<file path="config.mk">
export PLATFORM = sky130hd
export DESIGN_NAME = armleocpu_regfile_mp
export DESIGN_NICKNAME = d
export VERILOG_FILES = /design/src/rtl/armleocpu_regfile_pkg.sv /design/src/rtl/armleocpu_regfile_clearseq.sv /design/src/rtl/armleocpu_regfile_mp.sv
export SDC_FILE = /design/constraint.sdc
export NUM_CORES = 2
export LEC_CHECK = 0
export ABC_AREA = 0
export BUFFER_PORTS_ARGS = -buffer_cell sky130_fd_sc_hd__clkbuf_2
export CAP_MARGIN = 10
export CORE_ASPECT_RATIO = 1.4
export CORE_UTILIZATION = 50
export DETAILED_ROUTE_END_ITERATION = 10
export PLACE_DENSITY = 0.75
export SLEW_MARGIN = 10
export SYNTH_ARGS = -nofsm -noshare
export SYNTH_HDL_FRONTEND = slang
export SYNTH_HIERARCHICAL = 1
export SYNTH_SLANG_ARGS = --single-unit
</file>
<file path="constraint.sdc">
create_clock -name clk -period 6.2 [get_ports clk]
set_input_delay 1.24 -clock clk [delete_from_list [all_inputs] [get_ports clk]]
set_output_delay 1.24 -clock clk [all_outputs]
set_load 0.02 [all_outputs]
</file>
<file path="src/rtl/armleocpu_regfile_pkg.sv">
// Shared types and helpers for the multi-port integer register file.
package armleocpu_regfile_pkg;

    typedef enum logic {
        CLEAR = 1'b0,
        READY = 1'b1
    } state_t;

    localparam int unsigned WP_LOAD  = 0;
    localparam int unsigned WP_ALU   = 1;
    localparam int unsigned WR_PORTS = 2;

    // Address maps to a physical entry: nonzero and below the register count.
    function automatic logic addr_ok(input int unsigned addr, input int unsigned count);
        return (addr != 0) && (addr < count);
    endfunction

endpackage

</file>
<file path="src/rtl/armleocpu_regfile_clearseq.sv">
// Clear sequencer: walks entries 1..REG_COUNT-1 writing zero after reset or on request.
module armleocpu_regfile_clearseq
    import armleocpu_regfile_pkg::*;
#(
    parameter  int unsigned REG_COUNT = 32,
    localparam int unsigned ADDR_W    = $clog2(REG_COUNT)
) (
    input  logic              clk,
    input  logic              async_rst_n,
    input  logic              clear_req,
    output logic              busy,
    output logic              clr_we,
    output logic [ADDR_W-1:0] clr_addr
);

    state_t            state_q, state_d;
    logic [ADDR_W-1:0] cnt_q, cnt_d;

    always_ff @(posedge clk or negedge async_rst_n) begin
        if (!async_rst_n) begin
            state_q <= CLEAR;
            cnt_q   <= ADDR_W'(1);
        end else begin
            state_q <= state_d;
            cnt_q   <= cnt_d;
        end
    end

    always_comb begin
        state_d = state_q;
        cnt_d   = cnt_q;
        case (state_q)
            CLEAR: begin
                if (cnt_q == ADDR_W'(REG_COUNT - 1)) begin
                    state_d = READY;
                    cnt_d   = ADDR_W'(1);
                end else begin
                    cnt_d = cnt_q + ADDR_W'(1);
                end
            end
            READY: begin
                if (clear_req) begin
                    state_d = CLEAR;
                    cnt_d   = ADDR_W'(1);
                end
            end
            default: begin
                state_d = CLEAR;
                cnt_d   = ADDR_W'(1);
            end
        endcase
    end

    assign busy     = (state_q == CLEAR);
    assign clr_we   = busy;
    assign clr_addr = cnt_q;

endmodule

</file>
<file path="src/rtl/armleocpu_regfile_mp.sv">
// Parametrised register file: N registered read ports with write-first bypass,
// two prioritised write ports (ALU over load), and a zeroing clear sequencer.
module armleocpu_regfile_mp
    import armleocpu_regfile_pkg::*;
#(
    parameter  int unsigned XLEN       = 32,
    parameter  int unsigned REG_COUNT  = 32,
    parameter  int unsigned READ_PORTS = 2,
    localparam int unsigned ADDR_W     = $clog2(REG_COUNT)
) (
    input  logic                                  clk,
    input  logic                                  async_rst_n,
    input  logic [READ_PORTS-1:0]                 rs_read,
    input  logic [READ_PORTS-1:0][ADDR_W-1:0]     rs_addr,
    output logic [READ_PORTS-1:0][XLEN-1:0]       rs_rdata,
    input  logic [WR_PORTS-1:0]                   rd_write,
    input  logic [WR_PORTS-1:0][ADDR_W-1:0]       rd_addr,
    input  logic [WR_PORTS-1:0][XLEN-1:0]         rd_wdata,
    input  logic                                  clear_req,
    output logic                                  busy
);

    logic [XLEN-1:0]                   mem [1:REG_COUNT-1];
    logic                              clr_we;
    logic [ADDR_W-1:0]                 clr_addr;
    logic [WR_PORTS-1:0]               wr_ok;
    logic [READ_PORTS-1:0][XLEN-1:0]   rd_val;

    armleocpu_regfile_clearseq #(
        .REG_COUNT (REG_COUNT)
    ) u_clearseq (
        .clk         (clk),
        .async_rst_n (async_rst_n),
        .clear_req   (clear_req),
        .busy        (busy),
        .clr_we      (clr_we),
        .clr_addr    (clr_addr)
    );

    // Effective write enables: dropped while clearing and for x0 / out-of-range.
    always_comb begin
        wr_ok = '0;
        for (int unsigned i = 0; i < WR_PORTS; i++) begin
            wr_ok[i] = rd_write[i] && !busy && addr_ok(32'(rd_addr[i]), REG_COUNT);
        end
    end

    // Later port in the loop wins, so WP_ALU overrides WP_LOAD on a collision.
    always_ff @(posedge clk) begin
        if (clr_we) begin
            mem[clr_addr] <= '0;
        end else begin
            for (int unsigned i = 0; i < WR_PORTS; i++) begin
                if (wr_ok[i]) begin
                    mem[rd_addr[i]] <= rd_wdata[i];
                end
            end
        end
    end

    // Array lookup with write-first bypass; same ALU-over-load priority as the array.
    always_comb begin
        rd_val = '0;
        for (int unsigned p = 0; p < READ_PORTS; p++) begin
            if (addr_ok(32'(rs_addr[p]), REG_COUNT)) begin
                rd_val[p] = mem[rs_addr[p]];
                for (int unsigned i = 0; i < WR_PORTS; i++) begin
                    if (wr_ok[i] && (rd_addr[i] == rs_addr[p])) begin
                        rd_val[p] = rd_wdata[i];
                    end
                end
            end
        end
    end

    always_ff @(posedge clk or negedge async_rst_n) begin
        if (!async_rst_n) begin
            rs_rdata <= '0;
        end else if (busy) begin
            rs_rdata <= '0;
        end else begin
            for (int unsigned p = 0; p < READ_PORTS; p++) begin
                if (rs_read[p]) begin
                    rs_rdata[p] <= rd_val[p];
                end
            end
        end
    end

endmodule

</file>
==> impl_metrics.csv <==
group,metric,value,unit
detailed_routing,route.antenna.remaining_nets,0,
layout,mostFrequentLayoutCells,"sky130_fd_sc_hd__nand2_1 (1110), sky130_fd_sc_hd__o21ai_0 (1046), sky130_fd_sc_hd__edfxtp_1 (992)",
synth,async_flop_share,6.59,%
global_route,grt_pass1_wl,330000,microns
worst_setup_path,critical-path-slowest-cell,"sky130_fd_sc_hd__nor2_4",
clocking,clock_input_transition_at_the_sequential_cells_of_the_worst_setup_and_hold_paths,0.07,ns
clocking,numClockSinks,1062,
detailed_routing,vias,50200,
sta,hold_violations,0,
detailed_routing,vias_per_instance,7.21,
layout,mostFrequentLayoutCell,"sky130_fd_sc_hd__nand2_1",
worst_hold_path,hold_class,"flip-flop to flip-flop",
clocking,tritoncts.num_buffers,101,
clocking,worst_skew_pair.late_latency,0.76,ns
power_and_ir_drop,irDropWorstVdd,224,uV
placed_design,place.gp.congestion,0.998,
worst_setup_path,critPathMaxFanout,35,
clocking,holdBufCountCts,0,
power_and_ir_drop,power.density,279,mW/mm^2
placed_design,place.detailed.instances,6768,
placed_design,detailedPlacementHpwl,147000,microns
run_status,run_status,"finished, final reports clean",
detailed_routing,residual_drc,0,
global_route,grt_max_degree,91,
sta,final_setup_violation_count,0,
synth,synthesis.nets,5629,
detailed_routing,detailedRoute.firstIterationViolations,8842,
global_route,grt_antenna_before_repair,17,
worst_setup_path,crit_top_cell,"sky130_fd_sc_hd__buf_4",
sta,finalSetupTns,0,ns
sta,tightestPinTransition,1.34,ns
synth,synthesis.yosys.warnings,6,
worst_setup_path,worstSetupStartpointType,"flip-flop",
sta,worst_case_setup_margin_in_the_final_layout,1.94,ns
floorplan,floorplan.initialDensity,50.6,%
clocking,cts_max_level,3,
sta,relSlewSlack,10.2,%
clocking,cts_setup_buffers,0,
clocking,clock_tree_from_tritoncts,"done",
floorplan,die-area,0.123,sq mm
worst_setup_path,critical_path_buf_inv_count,3,
layout,drive_gt1_share,17.1,%
detailed_routing,drtPass1Iterations,9,
detailed_routing,wl_per_cell,33.2,microns
global_route,first_global_vias,48600,
placed_design,place_worst_setup_slack,1.39,ns
synth,synth.avg_cell_area,10.9,sq um
worst_setup_path,critical_path.top_delay_family,"simple AND/OR/NAND/NOR gates",
synth,synthDistinctLibCells,69,
floorplan,chipWidth,296,microns
placed_design,io_buffer_count,155,
layout,final_net_count,5370,
sta,period_minus_slack,4.26,ns
detailed_routing,totalWireLength,231000,microns
sta,final_max_slew_violation_count,0,
floorplan,ioPinCount,156,
floorplan,fp.dieH,414,microns
synth,synth-edff-count,992,
sta,grt_setup_unrepaired,"no",
layout,flow.area_growth_from_synthesis,8.97,%
sta,period_share,68.8,%
power_and_ir_drop,power.static_leakage,22.4,nW
worst_setup_path,critical_path_arrival,4.69,ns
sta,clock-skew-final,0.0231,ns
floorplan,placement_rows,150,
synth,mappedNetlistArea,0.0606,sq mm
worst_setup_path,worst_ep_required_time,6.63,ns
worst_setup_path,endpoint_kind,"flip-flop",
clocking,ctsLongestPathBuffers,3,
synth,synth_cells,5536,
worst_setup_path,worst_path_largest_cell_delay,1.19,ns
clocking,post_cts_resized,0,
global_route,grt_util_all_layers,37.6,%
layout,finalNonFillerCells,6969,
worst_setup_path,timing.critical_path.cells,"inv_1, buf_4, nor2b_1, nor3b_2, nand3_1, nor2_4, buf_4, o21ai_0",
run,max_cap_viol_count,0,
global_route,grt_overflow_total,0,
synth,synth.ff_latch_count,1062,
worst_setup_path,setup.worst_path.class,"flip-flop to flip-flop",
synth,ys_dominant_reg_cell,"sky130_fd_sc_hd__edfxtp_1",
clocking,master_cell_of_the_clock_root_buffer,"sky130_fd_sc_hd__clkbuf_16",
synth,synth_seq_area_share,52.1,%
floorplan,fp.coreArea,0.120,sq mm
sta,max_freq,0.234,GHz
-- routing by layer --
metal	routed length [microns]	global-route usage, %	part of all wire, %
met1	69000	42.6	30
met2	104000	58.0	45
met3	35400	12.5	15
met4	22800	30.4	9.8
met5	77	0	0.033
-- Yosys cell counts (7+ instances only) --
| master | n | area [sq um] |
|---|---|---|
| sky130_fd_sc_hd__nand2_1 | 1111 | 4170 |
| sky130_fd_sc_hd__o21ai_0 | 1046 | 5240 |
| sky130_fd_sc_hd__edfxtp_1 | 992 | 29800 |
| sky130_fd_sc_hd__clkbuf_1 | 540 | 2030 |
| sky130_fd_sc_hd__mux2i_1 | 328 | 3280 |
| sky130_fd_sc_hd__mux4_2 | 314 | 7070 |
| sky130_fd_sc_hd__a21oi_1 | 142 | 711 |
| sky130_fd_sc_hd__nor2_1 | 123 | 462 |
| sky130_fd_sc_hd__a211oi_1 | 82 | 616 |
| sky130_fd_sc_hd__o221ai_1 | 78 | 683 |
| sky130_fd_sc_hd__nand3_1 | 73 | 365 |
| sky130_fd_sc_hd__buf_2 | 70 | 350 |
| sky130_fd_sc_hd__dfrtp_1 | 69 | 1730 |
| sky130_fd_sc_hd__o22ai_1 | 68 | 425 |
| sky130_fd_sc_hd__buf_1 | 60 | 225 |
| sky130_fd_sc_hd__a22o_1 | 49 | 429 |
| sky130_fd_sc_hd__a22oi_1 | 34 | 255 |
| sky130_fd_sc_hd__a32oi_1 | 31 | 272 |
| sky130_fd_sc_hd__nand4_1 | 31 | 194 |
| sky130_fd_sc_hd__a31oi_1 | 25 | 156 |
| sky130_fd_sc_hd__buf_4 | 25 | 188 |
| sky130_fd_sc_hd__o211ai_1 | 23 | 173 |
| sky130_fd_sc_hd__a221oi_1 | 19 | 166 |
| sky130_fd_sc_hd__o21ai_1 | 16 | 80.1 |
| sky130_fd_sc_hd__nor2b_1 | 14 | 87.6 |
| sky130_fd_sc_hd__a2111oi_0 | 12 | 105 |
| sky130_fd_sc_hd__o21bai_1 | 12 | 90.1 |
| sky130_fd_sc_hd__o31a_1 | 12 | 105 |
| sky130_fd_sc_hd__xnor2_1 | 11 | 96.3 |
| sky130_fd_sc_hd__and2_1 | 9 | 56.3 |
| sky130_fd_sc_hd__nand3b_1 | 9 | 67.6 |
| sky130_fd_sc_hd__o2111ai_1 | 9 | 78.8 |
| sky130_fd_sc_hd__xor2_1 | 9 | 78.8 |
| sky130_fd_sc_hd__and3_1 | 7 | 43.8 |
| sky130_fd_sc_hd__nor4_1 | 7 | 43.8 |
-- cells by family after synthesis --
family | Yosys count | share of synthesized area, %
xor+xnor | 20 | 0.289
buf+inv | 708 | 4.80
compound gates | 1678 | 16.1
fa+ha+maj | 2 | 0.0413
mux | 647 | 17.2
simple gates | 1419 | 9.48
flops | 1062 | 52.1
-- worst reg2reg max path, stage by stage (launching register included) --
cell and delay [ns]:
sky130_fd_sc_hd__dfrtp_1 0.46, sky130_fd_sc_hd__inv_1 0.12, sky130_fd_sc_hd__buf_4 0.26, sky130_fd_sc_hd__nor2b_1 0.35
sky130_fd_sc_hd__nor3b_2 0.40, sky130_fd_sc_hd__nand3_1 0.64, sky130_fd_sc_hd__nor2_4 1.20, sky130_fd_sc_hd__buf_4 0.41
sky130_fd_sc_hd__o21ai_0 0.13
-- cell type report --
| type | count | area [sq um] |
|---|---|---|
| multi-input cells | 3766 | 26900 |
| diodes | 12 | 30.0 |
| clock buffers | 122 | 2690 |
| inverters | 4 | 15.0 |
| clock inverters | 65 | 538 |
| flip-flops and latches | 1062 | 31500 |
| repair buffers | 342 | 2360 |
| well taps | 1596 | 2000 |
| fillers | 9781 | 53700 |
-- power by group --
part / total, mW / internal, mW / switching, mW
sequential: 8.88 / 8.52 / 0.356
clock: 6.27 / 3.36 / 2.92
combinational: 3.27 / 0.982 / 2.29
total: 18.4 / 12.9 / 5.57
-- path summary, 6_finish.rpt --
path | startpoint | end | slack, ns | depth (start not counted)
max | u_clearseq/state_q | mem[14][30] | 1.94 | 8
min | rs_rdata[1] | rs_rdata[1] | 0.48 | 2
max reg2reg | u_clearseq/state_q | mem[14][30] | 1.94 | 8
min reg2reg | rs_rdata[1] | rs_rdata[1] | 0.48 | 2
max in group asynchronous | async_rst_n | rs_rdata[38] | 4.64 | 2
min in group asynchronous | async_rst_n | rs_rdata[63] | 0.53 | 1
-- through the flow --
stage / utilization [%] / area (sq um) / power [mW] / hold slack, ns
3_3_place_gp: 52.4 / 62700 / 12.0 / 0.463
2_1_floorplan: - / 60600 / 10.7 / 0.501
3_5_place_dp: 52.4 / 62700 / 12.1 / 0.474
5_1_grt: 55.1 / 66000 / 18.7 / 0.508
6_report: 55.1 / 66000 / 18.4 / 0.483
4_1_cts: 55.1 / 66000 / 18.2 / 0.487
-- sequential cells by signal, summed over array words and instances (netlist names) --
name                 cells
u_clearseq/state_q       1
u_clearseq/clr_addr      5
mem                    992
rs_rdata                64
No activity file was read; power rests on OpenSTA's default activity.
